[src/rtl/bac_pkg.sv]
// Shared types and constants for the Bulls and Cows guess-entry datapath.
// Latency: n/a (types only).
// Backpressure: n/a.
package bac_pkg;
    localparam int NUM_DIGITS_DEFAULT = 4;

    typedef logic [3:0] digit_t;

    localparam digit_t DIGIT_MAX = 4'd9;

    typedef enum logic [1:0] {
        COLLECT = 2'd0,
        FULL    = 2'd1,
        OFFER   = 2'd2
    } entry_state_t;
endpackage

[src/rtl/press_detect.sv]
// One-cycle press event from a level button; debounced when KEY_DEBOUNCE_EN is defined.
// Latency: event combinational from input (raw) or DEBOUNCE_CYCLES after a stable rise (debounced).
// Backpressure: none; a held level yields exactly one event.
module press_detect #(
    parameter int DEBOUNCE_CYCLES = 16
) (
    input  logic clk,
    input  logic rst,
    input  logic raw,
    output logic evt
);
    logic level;
    logic prev;

    if (DEBOUNCE_CYCLES < 1) begin : g_bad_cfg
        $error("press_detect: DEBOUNCE_CYCLES must be >= 1");
    end

`ifdef KEY_DEBOUNCE_EN
    localparam int DW = $clog2(DEBOUNCE_CYCLES + 1);
    logic [DW-1:0] stable_cnt;

    // The counter only runs while raw disagrees with the filtered level,
    // so any bounce back to the old level restarts the stability window.
    always_ff @(posedge clk) begin
        if (rst) begin
            stable_cnt <= '0;
            level      <= 1'b0;
        end else if (raw != level) begin
            if (stable_cnt == DW'(DEBOUNCE_CYCLES - 1)) begin
                level      <= raw;
                stable_cnt <= '0;
            end else begin
                stable_cnt <= stable_cnt + 1'b1;
            end
        end else begin
            stable_cnt <= '0;
        end
    end
`else
    assign level = raw;
`endif

    // History loads 1 on reset so a button held through reset is not a press.
    always_ff @(posedge clk) begin
        if (rst) prev <= 1'b1;
        else     prev <= level;
    end

    assign evt = level & ~prev;
endmodule

[src/rtl/guess_entry_buffer.sv]
// Assembles a NUM_DIGITS-digit no-repeat guess from keypad presses and offers it (KEY_DEBOUNCE_EN adds debounce).
// Latency: 1 cycle press-to-update (DEBOUNCE_CYCLES+1 debounced); enter-in-FULL to guess_valid 1 cycle.
// Backpressure: guess held stable in OFFER until guess_ready; all buttons ignored meanwhile.
module guess_entry_buffer
    import bac_pkg::*;
#(
    parameter int NUM_DIGITS      = NUM_DIGITS_DEFAULT,
    parameter int CNT_W           = 3,
    parameter int DEBOUNCE_CYCLES = 16
) (
    input  logic                    CLK,
    input  logic                    rst,
    input  logic                    key_any,
    input  logic [3:0]              digit_in,
    input  logic                    btn_del,
    input  logic                    btn_enter,
    input  logic                    guess_ready,
    output logic [4*NUM_DIGITS-1:0] guess,
    output logic                    guess_valid,
    output logic [CNT_W-1:0]        digit_count,
    output logic                    entry_full,
    output logic                    dup_err
);
    localparam int GW = 4 * NUM_DIGITS;

    if (NUM_DIGITS < 2 || NUM_DIGITS > 8 || (1 << CNT_W) <= NUM_DIGITS) begin : g_bad_cfg
        $error("guess_entry_buffer: illegal NUM_DIGITS/CNT_W combination");
    end

    logic         key_evt;
    logic         del_evt;
    logic         enter_evt;
    logic         reject;
    entry_state_t state;

    press_detect #(.DEBOUNCE_CYCLES(DEBOUNCE_CYCLES)) u_key (
        .clk(CLK), .rst(rst), .raw(key_any),   .evt(key_evt)
    );
    press_detect #(.DEBOUNCE_CYCLES(DEBOUNCE_CYCLES)) u_del (
        .clk(CLK), .rst(rst), .raw(btn_del),   .evt(del_evt)
    );
    press_detect #(.DEBOUNCE_CYCLES(DEBOUNCE_CYCLES)) u_enter (
        .clk(CLK), .rst(rst), .raw(btn_enter), .evt(enter_evt)
    );

    // Only the low digit_count nibbles hold entered digits; the rest are zero padding.
    always_comb begin
        reject = (digit_in > DIGIT_MAX);
        for (int i = 0; i < NUM_DIGITS; i++) begin
            if (CNT_W'(i) < digit_count && guess[4*i +: 4] == digit_in) reject = 1'b1;
        end
    end

    assign entry_full = (digit_count == CNT_W'(NUM_DIGITS));

    always_ff @(posedge CLK) begin
        if (rst) begin
            state       <= COLLECT;
            guess       <= '0;
            guess_valid <= 1'b0;
            digit_count <= '0;
            dup_err     <= 1'b0;
        end else begin
            dup_err <= 1'b0;
            case (state)
                COLLECT: begin
                    // Enter is ignored here but still outranks and drops del/key.
                    if (enter_evt) begin
                        state <= COLLECT;
                    end else if (del_evt) begin
                        if (digit_count != '0) begin
                            guess       <= guess >> 4;
                            digit_count <= digit_count - 1'b1;
                        end
                    end else if (key_evt) begin
                        if (reject) begin
                            dup_err <= 1'b1;
                        end else begin
                            guess       <= {guess[GW-5:0], digit_in};
                            digit_count <= digit_count + 1'b1;
                            if (digit_count + 1'b1 == CNT_W'(NUM_DIGITS)) state <= FULL;
                        end
                    end
                end
                FULL: begin
                    if (enter_evt) begin
                        state       <= OFFER;
                        guess_valid <= 1'b1;
                    end else if (del_evt) begin
                        guess       <= guess >> 4;
                        digit_count <= digit_count - 1'b1;
                        state       <= COLLECT;
                    end
                end
                OFFER: begin
                    if (guess_ready) begin
                        guess_valid <= 1'b0;
                        guess       <= '0;
                        digit_count <= '0;
                        state       <= COLLECT;
                    end
                end
                default: state <= COLLECT;
            endcase
        end
    end
endmodule

[config.mk]
export PLATFORM = sky130hd
export DESIGN_NAME = guess_entry_buffer
export DESIGN_NICKNAME = d
export VERILOG_FILES = /design/src/rtl/bac_pkg.sv /design/src/rtl/press_detect.sv /design/src/rtl/guess_entry_buffer.sv
export SDC_FILE = /design/constraint.sdc
export NUM_CORES = 1
export LEC_CHECK = 0
export CAP_MARGIN = 20
export CORE_ASPECT_RATIO = 1.5
export CORE_MARGIN = 4
export CORE_UTILIZATION = 44
export DETAILED_ROUTE_END_ITERATION = 16
export PLACE_DENSITY = 0.79
export SETUP_SLACK_MARGIN = 0.05
export SLEW_MARGIN = 20
export SYNTH_ARGS = -nofsm -noshare
export SYNTH_HDL_FRONTEND = slang
export SYNTH_HIERARCHICAL = 1
export SYNTH_SLANG_ARGS = --single-unit
[constraint.sdc]
create_clock -name CLK -period 2.7 [get_ports CLK]
set_input_delay 0.675 -clock CLK [delete_from_list [all_inputs] [get_ports CLK]]
set_output_delay 0.675 -clock CLK [all_outputs]
set_load 0.1 [all_outputs]
Word-level counts from Yosys, hierarchy flattened. Index checks and enable logic that the tools add are counted.

Bits in registers: 26. Input port bits: 10. Output and inout bits: 22.

Add/sub/neg operators: 2. Magnitude comparators: 5. Equality and inequality tests: 21. Multiplexer cells: 35. Bitwise operators: 8. Reduce and logical (&&, ||, !) cells: 12.

Operators with widths (number): $mux W16 (8); $pmux W16 S3 (1); $mux W3 (8); $ne A3 B3 Y1 const B (8); $eq A4 B4 Y1 (4); $mux W2 (8); $ne A2 B2 Y1 const B (5); $pmux W3 S3 (1); $reduce_and A8 Y1 (1); $mux W1 (7); $eq A3 B3 Y1 const B (2); $lt A1 B3 Y1 const A (2); $lt A2 B3 Y1 const A (2); $pmux W2 S3 (1); $reduce_and A6 Y1 (1); $reduce_bool A3 Y1 (2); $not A1 Y1 (5); $reduce_or A5 Y1 (1); $gt A4 B4 Y1 const B (1); $logic_and A1 B1 Y1 (4); $add A3 B1 Y3 const B (1); $and A1 B1 Y1 (3); $reduce_and A3 Y1 (1); $sub A3 B1 Y3 const B (1); other kinds (5) (5).

Logic depth before layout (Yosys ltp). Gate-level depths: netlist of run 1.

Depth in word-level cells: 11. Depth in mapped cells: 9. Depth with buffers taken out: 8.

By module. The synthesis of run 1 kept the hierarchy.

By module, submodules not included: guess_entry_buffer (times used 1, cells each 170, area an instance 1611.5 um^2, sequential area each 460.4 um^2); press_detect (times used 3, cells each 3, area an instance 32.5 um^2, sequential area each 20.0 um^2).

Worst setup path before layout of run 1. No wires, ideal clock.

Path type: register to register. Start point: reg digit_count[0]. End point: reg guess[2]. Setup time: 0.136 ns. Data arrival time: 2.668 ns. Slack: -0.104 ns. Stages on the path, launching flop included: 10. Buffers on the path: 1. Path through: dfxtp_1 > inv_1 > ha_1 > and3b_1 > o32ai_1 > and3_1 > o31ai_4 > nor2_4 > buf_6 > o32ai_2.

Word-level cells in the longest chain between the ends: 8. Elaborated cells on any way between the ends: 16.

Ends and longest elaborated chain: from (decl) (RTL line guess_entry_buffer.sv:20) `output logic [CNT_W-1:0] digit_count,`; from (signal assigned) (RTL line guess_entry_buffer.sv:73) `digit_count <= digit_count - 1'b1;`; from (signal assigned) (RTL line guess_entry_buffer.sv:80) `digit_count <= digit_count + 1'b1;`; from (signal assigned) (RTL line guess_entry_buffer.sv:91) `digit_count <= digit_count - 1'b1;`; $lt A1 B3 Y1 (RTL line guess_entry_buffer.sv:50) `if (CNT_W'(i) < digit_count && guess[4*i +: 4] == digit_in) reject = 1'b1;`; $logic_and A1 B1 Y1 (RTL line guess_entry_buffer.sv:50); $mux W1 (4 in a row) (RTL line guess_entry_buffer.sv:50); $ne A3 B3 Y1 (no source line); $reduce_and A8 Y1 (no source line) (*); to (signal assigned) (RTL line guess_entry_buffer.sv:72) `guess <= guess >> 4;`; to (signal assigned) (RTL line guess_entry_buffer.sv:79) `guess <= {guess[GW-5:0], digit_in};`; to (signal assigned) (RTL line guess_entry_buffer.sv:90) `guess <= guess >> 4;`; to (decl) (RTL line guess_entry_buffer.sv:18) `output logic [4*NUM_DIGITS-1:0] guess,`.

Mark *: on every way between the ends. The rest lies on a longest branch, timed or not. A chain may end at the register's enable or synchronous reset.

Final worst setup path of run 1.
Start point: in digit_in[3]. End point: reg guess[11].

Word-level cells in the longest chain between the ends: 8. Elaborated cells on any way between the ends: 15.

Ends and longest elaborated chain: from (decl) (RTL line guess_entry_buffer.sv:14) `input logic [3:0] digit_in,`; branches (longest 5 deep; another with $gt A4 B4 Y1); $mux W1 (*) (RTL line guess_entry_buffer.sv:50); $ne A3 B3 Y1 (no source line) (*); $reduce_and A8 Y1 (no source line) (*).

Every way passes the cells marked *.

==> flow_summary.json, run 1 <==
{
  "seq_area_frac_synth": 0.305,
  "path_delay_family": "buffers and inverters",
  "drive_gt1_frac": 0.261,
  "initial_core_util": 0.460,
  "ys_top_cells_by_area": "dfxtp_1, mux2i_1, ha_1, xor2_1, o32ai_1",
  "rsz0062_at_grt": "no",
  "grt-busiest-layer": "met2",
  "fin_nets": 237,
  "syn2layout_area_growth_pct": 25.4,
  "synth_cell_types": 45,
  "antenna_left": 0,
  "critPathLaunchType": "input pin",
  "postSynthCellCount": 179,
  "synth_area_um2": 1710,
  "grt_pass1_wl_um": 6790,
  "reg2reg_depth": 9,
  "fin_worst_skew_ps": 3.05,
  "yosys.cell_count.top_type": "dfxtp_1",
  "clockRootBuffer": "clkbuf_8",
  "async_flop_share": 0,
  "slowest_delay_ps": 460,
  "worst-path-buf-inv": 3,
  "wire_per_inst_um": 15.1,
  "critPathRequiredTime_ps": 2880,
  "numCtsBuffers": 3,
  "slew_viol_final": 0,
  "grt_pass1_vias": 1520,
  "status": "completed",
  "cts_resized": 0,
  "synth_edf_count": 0,
  "path_clk_slew_ps": 90,
  "ys_ff_latch": 26,
  "fin_util": 0.577,
  "ys_warn_count": 6,
  "dp_hpwl_um": 3100,
  "synth_commonest_cells": "dfxtp_1, inv_1, mux2i_1",
  "gp_congestion": 0.856,
  "ys.flop_type": "dfxtp_1",
  "clock_latency_ps": 270,
  "drt_pass1_iterations": 4,
  "maxCapViolCount": 0,
  "die_x_um": 58.9,
  "globalRoute.totalOverflow": 0,
  "htree_levels": 1,
  "groute.layer.met1.usage": 0.186,
  "numClockSinks": 26,
  "use_met2": 0.311,
  "arrival_ps": 2660,
  "dieHeight_um": 84.3,
  "use_met3": 0.0277,
  "hold_viol": 0,
  "cts_tree": "built",
  "vias": 1427,
  "worst_hold_slack_ps": 483,
  "dpl_cell_area_um2": 2090,
  "fmax_mhz": 404,
  "fin_crit_sh": 0.917,
  "grt_max_degree": 17,
  "fin_ws_ps": 224,
  "ir_drop_mv": 0.301,
  "viasPerCell": 5.47,
  "stdcell_count": 261,
  "min_period_ps": 2480,
  "antenna_cells": 0,
  "hold_class": "reg -> reg",
  "post-place-ws_ps": -25.0,
  "core_um2": 3720,
  "avgSynthCellArea_um2": 9.55,
  "grtUsageTotal": 0.170,
  "power_leakage_nw": 0.898,
  "finalSetupViolCount": 0,
  "rows": 27,
  "clockBufferDepth": 2,
  "dieArea_um2": 4970,
  "yosysTopAreaCell": "dfxtp_1",
  "io_pins": 32,
  "holdPathStages": 2,
  "cts_setup_buffers": 0,
  "dpl.cell_count": 257,
  "tightest_slew_ps": 424,
  "crit_path_cell_trace": "clkdlybuf4s50_1 > buf_4 > xor2_1 > nor3_1 > nand3_1 > a31oi_1 > nor2_4 > buf_12 > o32ai_1",
  "drc": 0,
  "relSlewSlack": 0.715,
  "antenna_found_initial": 0,
  "end_kind": "flip-flop",
  "crit_path_top_delay_cell": "clkdlybuf4s50_1",
  "path_class": "in -> reg",
  "yosysTopAreaCellShare": 0.305,
  "power.density_nw_per_um2": 403,
  "cp_max_fo": 12,
  "path_depth": 9,
  "synth_nets": 197,
  "finalWirelength_um": 3940,
  "portBuffers": 31,
  "postCtsHoldBufs": 0,
  "design_area_um2": 2140,
  "drt_iter0_drc": 56
}
worst paths after layout:
kind / from / to / slack, ps
worst max-delay path: digit_in[3] / guess[11] / 220
worst min-delay path: guess_valid / guess_valid / 480
worst max register to register: digit_count[0] / guess[10] / 550
worst min register to register: guess_valid / guess_valid / 480
metrics by stage:
stage	power, W	setup TNS [ps]
after global placement	0.000614	0
after detailed placement	0.000618	-59.3
final	0.000864	0
after CTS	0.000872	0
after global routing	0.000900	0
after floorplan	0.000557	0
kinds of logic (layout without fill, tap and decap cells):
kind of cell | Yosys count | in the layout | share of synthesized area
adder cells (fa/ha/maj) | 8 | 8 | 0.0586
AND/OR/NAND/NOR | 42 | 42 | 0.149
XOR/XNOR | 19 | 19 | 0.102
multiplexers | 12 | 12 | 0.0703
AO/OA/AOI/OAI | 42 | 42 | 0.225
flip-flops | 26 | 26 | 0.305
buffers and inverters | 30 | 69 | 0.0908
cell usage in the layout (no fill, tap or decap), types with 2 or more instances in the layout:
cell              n
dfxtp_2           2
buf_12            3
clkbuf_8          4
xnor2_1           7
a21oi_1           7
or2_1             3
clkdlybuf4s50_1   9
o21a_1            2
dfxtp_1          24
o32ai_2           4
nor2_1            4
o21ai_0           3
nor3_1            5
nand3_1           2
mux2i_1          12
nand2b_1          6
o211ai_1          2
ha_1              8
nand2_1           7
a31oi_1           2
and3_1            2
inv_1            19
xor2_1           11
o32ai_1           9
buf_4            34
nor2b_1           4
o2bb2ai_1         4
registers in the layout (all words and copies together) (netlist names):
signal,cells
guess,16
digit_count,3
state,2
dup_err,1
guess_valid,1
u_del/prev,1
u_enter/prev,1
u_key/prev,1
where the power goes:
group	leakage [nW]	total, W	internal (W)	switching [W]
clock	0.0288	0.000256	0.000130	0.000126
combinational	0.658	0.000205	0.0000806	0.000125
sequential	0.212	0.000402	0.000392	0.0000105
per-layer routing:
layer  share of wire  wire length, µm  vias to the layer above
li1                -                -                      712
met1            0.40             1580                      674
met2            0.53             2100                       30
met3           0.037              145                       11
met4           0.027              105                        0
met5               0                0                        -
tightest hold or removal path: stages (launching register included):
cell	delay (ps)
dfxtp_1	330
nand2_1	60
a21oi_1	50
area by class of cell:
type	instances	area, µm²
Tap cell	43	53.8
Inverter	19	71.3
Fill cell	352	1570
Sequential cell	26	523
Clock buffer	4	55.1
Multi-Input combinational cell	123	1030
Timing Repair Buffer	46	405
Note: power is estimated with default switching activity, not from simulation.
==> run 2: changes to the inputs <==
- PLACE_DENSITY: 0.79 -> 0.8
==> flow_summary.json, run 2 (same netlist as run 1, synthesis figures left out) <==
{
  "status": "completed",
  "viasPerCell": 5.53,
  "end_kind": "flip-flop",
  "dp_hpwl_um": 3140,
  "portBuffers": 31,
  "hold_viol": 0,
  "cts_tree": "built",
  "drive_gt1_frac": 0.268,
  "path_depth": 9,
  "dieHeight_um": 84.3,
  "fin_ws_ps": 187,
  "rsz0062_at_grt": "no",
  "area.sequential_um2": 523,
  "core_um2": 3720,
  "fin_nets": 239,
  "ir_drop_mv": 0.251,
  "die_x_um": 58.9,
  "antenna_left": 0,
  "grt-busiest-layer": "met2",
  "final_cell_mix": "buf_4, dfxtp_1, inv_1",
  "dieArea_um2": 4970,
  "wire_per_inst_um": 15.6,
  "path_delay_family": "simple AND/OR/NAND/NOR gates",
  "reg2reg_depth": 8,
  "layout_commonest_cell": "buf_4",
  "clock_latency_ps": 280,
  "largest_reg_flops": 16,
  "reg2reg_from": "digit_count[0]",
  "clockRootBuffer": "clkbuf_8",
  "dpl.cell_count": 259,
  "endpoint": "guess[9]",
  "dpl_cell_area_um2": 2080,
  "stdcell_count": 263,
  "fillers": 337,
  "groute.layer.met1.usage": 0.184,
  "slowest_delay_ps": 400,
  "fin_crit_sh": 0.931,
  "grt_pass1_wl_um": 6820,
  "vias": 1454,
  "hold_class": "reg -> reg",
  "relSlewSlack": 0.668,
  "design_area_um2": 2140,
  "numCtsBuffers": 3,
  "postCtsHoldBufs": 0,
  "finalWirelength_um": 4090,
  "htree_levels": 1,
  "initial_core_util": 0.460,
  "r2r_slack_ps": 470,
  "rows": 27,
  "regMostFlops": "guess",
  "tightest_slew_ps": 494,
  "post-place-ws_ps": -241,
  "drt_pass1_iterations": 4,
  "globalRoute.totalOverflow": 0,
  "arrival_ps": 2700,
  "worst-path-buf-inv": 2,
  "critPathLaunchType": "input pin",
  "path_class": "in -> reg",
  "top_regs": "guess (16), digit_count (3), state (2)",
  "clockBufferDepth": 2,
  "maxCapViolCount": 0,
  "r2r_end": "guess[9]",
  "setup_tns_ps": 0,
  "finalSetupViolCount": 0,
  "io_pins": 32,
  "drt_iter0_drc": 38,
  "grtUsageTotal": 0.177,
  "use_met2": 0.332,
  "syn2layout_area_growth_pct": 25.5,
  "cpMostUsedCell": "o32ai_1",
  "crit_start": "btn_del",
  "drc": 0,
  "critPathRequiredTime_ps": 2890,
  "path_clk_slew_ps": 90,
  "power_leakage_nw": 0.900,
  "antenna_cells": 0,
  "use_met3": 0.0215,
  "crit_path_top_delay_cell": "clkdlybuf4s50_1",
  "fin_worst_skew_ps": 3.68,
  "multi_input_area_um2": 1050,
  "min_period_ps": 2510,
  "fmax_mhz": 398,
  "slew_viol_final": 0,
  "antenna_found_initial": 0,
  "power.density_nw_per_um2": 404,
  "cp_max_fo": 12,
  "grt_pass1_vias": 1476,
  "gp_congestion": 0.875,
  "crit_path_cell_trace": "clkdlybuf4s50_1 > nor2b_1 > buf_4 > and3b_1 > o32ai_1 > and3_1 > and2b_1 > o221ai_4 > o32ai_1",
  "grt_max_degree": 18,
  "numClockSinks": 26
}
## run 2: what timing repair did
item	in CTS	in global routing
setup buffers	0	0
endpoints found under the setup margin	1	0
resized for setup	1	0
hold endpoints to repair	0	0
## run 2: report_power, final
part           total, W  internal [W]  switching (W)
logic          0.000206     0.0000807       0.000125
registers      0.000403      0.000392      0.0000108
clock network  0.000257      0.000131       0.000126
## run 2: layout make-up
cell class	instances	share of cell area
multi-input cells	123	0.488
flip-flops and latches	26	0.244
repair buffers	48	0.184
inverters	19	0.0333
clock buffers	4	0.0257
well taps	43	0.0251
## run 2: worst reg2reg max path, stage by stage (launching register included)
cell and delay (ps):
dfxtp_2 430, inv_1 120, ha_1 230, and3b_1 190
o32ai_1 250, and3_1 290, and2b_1 220, o221ai_4 230
o32ai_1 190
## run 2: how the worst min path moves through the flow
stage / start / endpoint / slack (ps) / depth (start not counted)
detailed placement: guess_valid / guess_valid / 480 / 2
floorplan: state[0] / state[0] / 480 / 1
finish: guess_valid / guess_valid / 490 / 2
global route: guess_valid / guess_valid / 510 / 2
CTS: guess_valid / guess_valid / 490 / 2
global placement: guess_valid / guess_valid / 470 / 2
## run 2: per-stage QoR
stage                     total power [W]   util  hold slack (ps)
after floorplan                  0.000557      -              479
after global placement           0.000613  0.559              466
after detailed placement         0.000616  0.559              475
after CTS                        0.000878  0.577              490
after global routing             0.000903  0.577              510
final                            0.000865  0.577              486
## run 2: metal layers
layer | vias to the layer above | share of wire
li1 | 717 | -
met1 | 690 | 0.39
met2 | 38 | 0.54
met3 | 9 | 0.039
met4 | 0 | 0.027
met5 | - | 0
==> run 3: changes to the inputs <==
- SLEW_MARGIN: 20 -> not set
==> results of run 3 <==
Final layout, timing and power as in run 2 (identical DEF).
